<file path="src/rtl/ofmap_writeback.sv">
// ofmap_writeback: requantizes finished MAC accumulations and streams them out tagged with their pixel address.
// Latency: 2 cycles from mac_valid to out_valid (one capture register, then the result FIFO).
// Backpressure: out_ready stalls the FIFO head; a result arriving at a full FIFO with no pop is dropped and overflow latches.
module ofmap_writeback #(
    parameter int ACC_WIDTH     = 32,
    parameter int OUT_WIDTH     = 8,
    parameter int OW            = 3,
    parameter int FIFO_DEPTH    = 4,
    parameter int ADDR_BITWIDTH = 4
) (
    input  logic                        clk,
    input  logic                        rstN,
    input  logic                        start,
    input  logic                        mac_valid,
    input  logic signed [ACC_WIDTH-1:0] mac_data,
    input  logic [4:0]                  shift,
    input  logic                        relu_en,
    output logic                        out_valid,
    input  logic                        out_ready,
    output logic [OUT_WIDTH-1:0]        out_data,
    output logic [ADDR_BITWIDTH-1:0]    out_addr,
    output logic                        busy,
    output logic                        done,
    output logic                        overflow
);

    localparam int PTR_W = (FIFO_DEPTH > 1) ? $clog2(FIFO_DEPTH) : 1;
    localparam int CNT_W = PTR_W + 1;
    localparam int ENT_W = ADDR_BITWIDTH + OUT_WIDTH;

    localparam logic [ADDR_BITWIDTH-1:0] LAST_PIX = ADDR_BITWIDTH'(OW * OW - 1);
    localparam logic [CNT_W-1:0]         CNT_FULL = CNT_W'(FIFO_DEPTH);
    localparam logic [CNT_W-1:0]         CNT_ONE  = CNT_W'(1);

    localparam logic signed [ACC_WIDTH-1:0] SAT_MAX = ACC_WIDTH'((64'sd1 <<< (OUT_WIDTH - 1)) - 64'sd1);
    // Two's complement: -(MAX)-1 is the bitwise inverse of MAX.
    localparam logic signed [ACC_WIDTH-1:0] SAT_MIN = ~SAT_MAX;

    typedef enum logic [1:0] {
        S_IDLE    = 2'd0,
        S_COLLECT = 2'd1,
        S_DRAIN   = 2'd2,
        S_DONE    = 2'd3
    } state_t;

    state_t r_state;
    state_t w_state_nxt;

    // Capture stage
    logic                        r_s1_vld;
    logic [OUT_WIDTH-1:0]        r_s1_dat;
    logic [ADDR_BITWIDTH-1:0]    r_s1_addr;
    // Row-major address row*OW+col is simply the number of results captured so far.
    logic [ADDR_BITWIDTH-1:0]    r_pix;

    // Result FIFO
    logic [ENT_W-1:0]            r_mem [FIFO_DEPTH];
    logic [PTR_W-1:0]            r_wr_ptr;
    logic [PTR_W-1:0]            r_rd_ptr;
    logic [CNT_W-1:0]            r_cnt;
    logic [ENT_W-1:0]            r_last;
    logic                        r_overflow;

    logic                        w_cap;
    logic                        w_last;
    logic                        w_full;
    logic                        w_empty;
    logic                        w_pop;
    logic                        w_push;
    logic                        w_drop;
    logic signed [ACC_WIDTH-1:0] w_shifted;
    logic signed [ACC_WIDTH-1:0] w_relu;
    logic [OUT_WIDTH-1:0]        w_sat;
    logic [ENT_W-1:0]            w_head;

    assign w_cap   = mac_valid && (r_state == S_COLLECT) && !start;
    assign w_last  = (r_pix == LAST_PIX);
    assign w_full  = (r_cnt == CNT_FULL);
    assign w_empty = (r_cnt == '0);
    assign w_pop   = !w_empty && out_ready && !start;
    assign w_push  = r_s1_vld && (!w_full || w_pop) && !start;
    assign w_drop  = r_s1_vld && w_full && !w_pop && !start;

    // Requantize: arithmetic (floor) shift, optional ReLU, saturate to the output range.
    always_comb begin
        w_shifted = mac_data >>> shift;
        w_relu    = (relu_en && w_shifted[ACC_WIDTH-1]) ? '0 : w_shifted;
        if (w_relu > SAT_MAX) begin
            w_sat = SAT_MAX[OUT_WIDTH-1:0];
        end else if (w_relu < SAT_MIN) begin
            w_sat = SAT_MIN[OUT_WIDTH-1:0];
        end else begin
            w_sat = w_relu[OUT_WIDTH-1:0];
        end
    end

    // State register.
    always_ff @(posedge clk or negedge rstN) begin
        if (!rstN) begin
            r_state <= S_IDLE;
        end else begin
            r_state <= w_state_nxt;
        end
    end

    // Next-state: start always restarts collection; DRAIN ends on the cycle of the final pop.
    always_comb begin
        w_state_nxt = r_state;
        if (start) begin
            w_state_nxt = S_COLLECT;
        end else begin
            case (r_state)
                S_IDLE:    w_state_nxt = S_IDLE;
                S_COLLECT: if (w_cap && w_last) w_state_nxt = S_DRAIN;
                S_DRAIN:   if (!r_s1_vld && (w_empty || ((r_cnt == CNT_ONE) && w_pop)))
                               w_state_nxt = S_DONE;
                S_DONE:    w_state_nxt = S_DONE;
                default:   w_state_nxt = S_IDLE;
            endcase
        end
    end

    // Capture register and pixel counter; the counter advances even if the result is later dropped.
    always_ff @(posedge clk or negedge rstN) begin
        if (!rstN) begin
            r_s1_vld  <= 1'b0;
            r_s1_dat  <= '0;
            r_s1_addr <= '0;
            r_pix     <= '0;
        end else begin
            r_s1_vld <= w_cap;
            if (start) begin
                r_pix <= '0;
            end else if (w_cap) begin
                r_s1_dat  <= w_sat;
                r_s1_addr <= r_pix;
                r_pix     <= r_pix + ADDR_BITWIDTH'(1);
            end
        end
    end

    // FIFO storage; no reset needed since entries are only read when counted valid.
    always_ff @(posedge clk) begin
        if (w_push) begin
            r_mem[r_wr_ptr] <= {r_s1_addr, r_s1_dat};
        end
    end

    // FIFO pointers, occupancy, last-popped entry and sticky overflow.
    always_ff @(posedge clk or negedge rstN) begin
        if (!rstN) begin
            r_wr_ptr   <= '0;
            r_rd_ptr   <= '0;
            r_cnt      <= '0;
            r_last     <= '0;
            r_overflow <= 1'b0;
        end else if (start) begin
            r_wr_ptr   <= '0;
            r_rd_ptr   <= '0;
            r_cnt      <= '0;
            r_overflow <= 1'b0;
        end else begin
            if (w_push) begin
                r_wr_ptr <= r_wr_ptr + PTR_W'(1);
            end
            if (w_pop) begin
                r_rd_ptr <= r_rd_ptr + PTR_W'(1);
                r_last   <= r_mem[r_rd_ptr];
            end
            if (w_push && !w_pop) begin
                r_cnt <= r_cnt + CNT_W'(1);
            end else if (w_pop && !w_push) begin
                r_cnt <= r_cnt - CNT_W'(1);
            end
            if (w_drop) begin
                r_overflow <= 1'b1;
            end
        end
    end

    // When empty, present the last handed-off entry so the outputs do not wander.
    assign w_head    = w_empty ? r_last : r_mem[r_rd_ptr];
    assign out_valid = !w_empty;
    assign out_data  = w_head[OUT_WIDTH-1:0];
    assign out_addr  = w_head[ENT_W-1:OUT_WIDTH];
    assign busy      = (r_state == S_COLLECT) || (r_state == S_DRAIN);
    assign done      = (r_state == S_DONE);
    assign overflow  = r_overflow;

endmodule

</file>
<file path="config.mk">
export PLATFORM = sky130hd
export DESIGN_NAME = ofmap_writeback
export DESIGN_NICKNAME = d
export VERILOG_FILES = /design/src/rtl/ofmap_writeback.sv
export SDC_FILE = /design/constraint.sdc
export NUM_CORES = 1
export LEC_CHECK = 0
export BUFFER_PORTS_ARGS = -buffer_cell sky130_fd_sc_hd__buf_2
export CORE_MARGIN = 8
export CORE_UTILIZATION = 25
export CTS_BUF_LIST = sky130_fd_sc_hd__clkbuf_16
export CTS_CLUSTER_DIAMETER = 150
export DETAILED_ROUTE_END_ITERATION = 10
export GPL_TIMING_DRIVEN = 0
export PLACE_DENSITY_LB_ADDON = 0.12
export SLEW_MARGIN = 20
export SYNTH_ARGS = -nofsm -noshare
export SYNTH_HDL_FRONTEND = slang
export SYNTH_SLANG_ARGS = --single-unit
</file>
<file path="constraint.sdc">
create_clock -name clk -period 2.9 [get_ports clk]
set_input_delay 0.29 -clock clk [delete_from_list [all_inputs] [get_ports clk]]
set_output_delay 0.29 -clock clk [all_outputs]
set_load 0.02 [all_outputs]
</file>
==> flow_summary.toml <==
[clocking]
cts_tree = "yes"
numClockSinks = 87
clock_path_buffers = 2
cts_buffers = 9
clk_latency_ps = 340
cts-root-buf = "clkbuf_16"
htree_levels = 3
clk_pin_slew_worst_paths_ps = 60

[power]
peakVddDrop_uv = 458.9
leakagePower_uw = 0.002645
p_total_uw = 4764
power_per_cell_area_nw_per_um2 = 653.3

[setup_path]
r2r-start = "r_cnt[0]"
r2r-end = "r_state[0]"
reg2regPathDepth = 9
path_common_cell = "buf_12"
endpoint_kind = "flop"
cp_top_family = "compound AO/OA/AOI/OAI gates"
crit_path_max_fanout = 10
worstSetupPathType = "input pin to flop"
arrival_ps = 3080
path_buf_inv = 4
cp-startpoint = "shift[1]"
path_cells = "buf_2 > buf_6 > buf_12 > buf_12 > mux2i_1 > mux2_2 > o21ai_1 > a221oi_1 > or4_1 > o41a_1 > o32ai_2"
r2r_setup_slack_ps = 310
critPathLaunchType = "input pin"
slowest_delay_ps = 580
slowest_stage = "or4_1"
cp_num_cells = 11
worstSetupEndpoint = "r_s1_dat[4]"
crit_required_ps = 3150

[sta]
final.setup.tns_ps = 0
max_slew_margin = 0.3617
setup_violations = 0
hold_violations = 0
fin_crit_ps = 2831
max_slew.worst_pin.slew_ps = 957.5
fin_crit_sh = 0.9761
hold_slack_ps = 106.4
maxSlewViolCount = 0
max_freq_ghz = 0.3533
final.setup.worst_slack_ps = 69.28
finClkSkew_ps = 7.571

[grt]
grt_max_degree = 40
grt_pass1_vias = 4928
grt_usage = 0.1194
antenna_found_initial = 0
grt_overflow = 0
grt_pass1_wl_mm = 28.77

[synth]
synth_top_area_frac = 0.2309
ys_warn_count = 0
async_reset_ff_frac = 0.4483
ys.flop_type = "edfxtp_1"
synth_edf_count = 48
synth_commonest_cells = "edfxtp_1 (48), mux4_2 (48), mux2_2 (45)"
synth_cells = 505
synth_seq_cells = 87
post_synth_num_cell_types = 63
ys_seq_area_frac = 0.3873
ys_top_cells_by_area = "edfxtp_1 (23%), mux4_2 (17%), dfrtp_1 (16%)"
syn_area_um2 = 6242
synth_area_per_cell_um2 = 12.36
syn-num-nets = 562
synth_top_area_cell = "edfxtp_1"

[place]
dp.final_hpwl_mm = 13.98
dpl.cell_count = 891
gp_congestion = 0.8632
io_buffers = 56
pre_cts_slack_ps = -597.9

[floorplanning]
dieArea_um2 = 30280
io_pins = 59
rows = 58
die-width_um = 174.0
die_y_um = 174.0
coreArea_um2 = 24820
start_util = 0.2515

[detailed_routing]
num_vias = 4741
route.detailed.drc = 0
wl_mm = 18.30
drt-pass1-iter-count = 5
drtIter0Drc = 326
avgRoutedWirePerCell_um = 20.17
viasPerCell = 5.227
ant_nets = 0

[outcome]
status = "finished clean"

[finish]
fill_cells = 2589
drive_gt1_frac = 0.3484
nets = 629
layout-area-overhead-vs-synth_pct = 16.82
final_cells = 907
antenna_cells = 0

[run]
maxCapViolations = 0

[worst_hold_path]
holdCritPathClass = "input pin to asynchronous set/reset pin"
## worst min-delay path by stage
| stage | from | to | cells after the start |
|---|---|---|---|
| after floorplan | rstN | overflow | 0 |
| after global placement | rstN | r_cnt[2] | 1 |
| after detailed placement | r_last[6] | r_last[6] | 1 |
| after CTS | rstN | overflow | 1 |
| after global routing | rstN | r_last[3] | 1 |
| final | rstN | overflow | 1 |
## placed cells by master, fill, tap and decap left out, types with 3 or more instances in the layout
cell type / count
buf_2: 61
mux4_2: 48
edfxtp_1: 48
mux2_2: 45
dfrtp_1: 39
nand2_1: 36
nor2_1: 29
mux2i_1: 22
o21ai_0: 21
a21oi_1: 21
clkbuf_1: 16
ha_1: 14
inv_1: 13
nand3_1: 11
clkbuf_16: 9
o211ai_1: 8
mux4_1: 8
o22ai_1: 8
nand2b_1: 7
a31oi_1: 6
nor2b_1: 5
and2_1: 5
buf_6: 5
buf_4: 5
o21a_1: 5
o221ai_1: 4
a211oi_1: 4
clkbuf_4: 3
nor3_1: 3
clkinv_1: 3
mux2i_2: 3
nand4_1: 3
nand3b_1: 3
xor2_1: 3
xnor2_1: 3
clkinvlp_4: 3
## state kept, by name (all words and copies together), names as in the netlist, 3 cells and up
| name | count |
|---|---|
| r_cnt | 3 |
| r_last | 12 |
| r_s1_dat | 8 |
| r_s1_addr | 4 |
| r_mem | 48 |
| r_pix | 4 |
## metrics by stage
step             util  cell area (µm²)
6_report       0.2938             7292
5_1_grt        0.2938             7292
4_1_cts        0.2913             7229
3_5_place_dp   0.2794             6935
3_3_place_gp   0.2794             6935
2_1_floorplan       -             6242
## cell families (layout without fill, tap and decap cells)
| family | Yosys count | in the layout | synth area share |
|---|---|---|---|
| multiplexers | 126 | 126 | 0.3281 |
| AND/OR/NAND/NOR | 118 | 118 | 0.09521 |
| AO/OA/AOI/OAI | 102 | 102 | 0.1096 |
| flip-flops | 87 | 87 | 0.3873 |
| buffers and inverters | 52 | 124 | 0.04329 |
| adder cells (fa/ha/maj) | 14 | 14 | 0.02806 |
| XOR/XNOR | 6 | 6 | 0.008420 |
## final cells by class
| class | instances | area [µm²] | share of cell area |
|---|---|---|---|
| Multi-Input combinational cell | 366 | 3608 | 0.4949 |
| Sequential cell | 87 | 2417 | 0.3315 |
| Tap cell | 330 | 412.9 | 0.05662 |
| Timing Repair Buffer | 57 | 287.8 | 0.03946 |
| Buffer | 37 | 242.7 | 0.03329 |
| Clock buffer | 9 | 225.2 | 0.03089 |
| Inverter | 14 | 55.05 | 0.007550 |
| Clock inverter | 7 | 42.54 | 0.005834 |
## power by group
group | internal [µW] | total [µW] | switching, µW
Sequential | 1560 | 1720 | 164
Clock | 574 | 1050 | 473
Combinational | 894 | 1990 | 1100
## what timing repair did
item                                    4_1_cts  5_1_grt
endpoints found under the hold margin         0        0
endpoints found under the setup margin       17       25
gates resized for setup                      13       16
hold buffers                                  0        0
pin swaps                                     2        2
setup buffers                                 0        1
## routing by layer
layer	share of wire	track usage	vias up
met5	0	0	-
met3	0.050	0.02191	23
met2	0.50	0.2057	174
met4	0.022	0.03812	0
met1	0.43	0.1487	2404
li1	-	-	2140
Power figures use the tool's default switching activity.
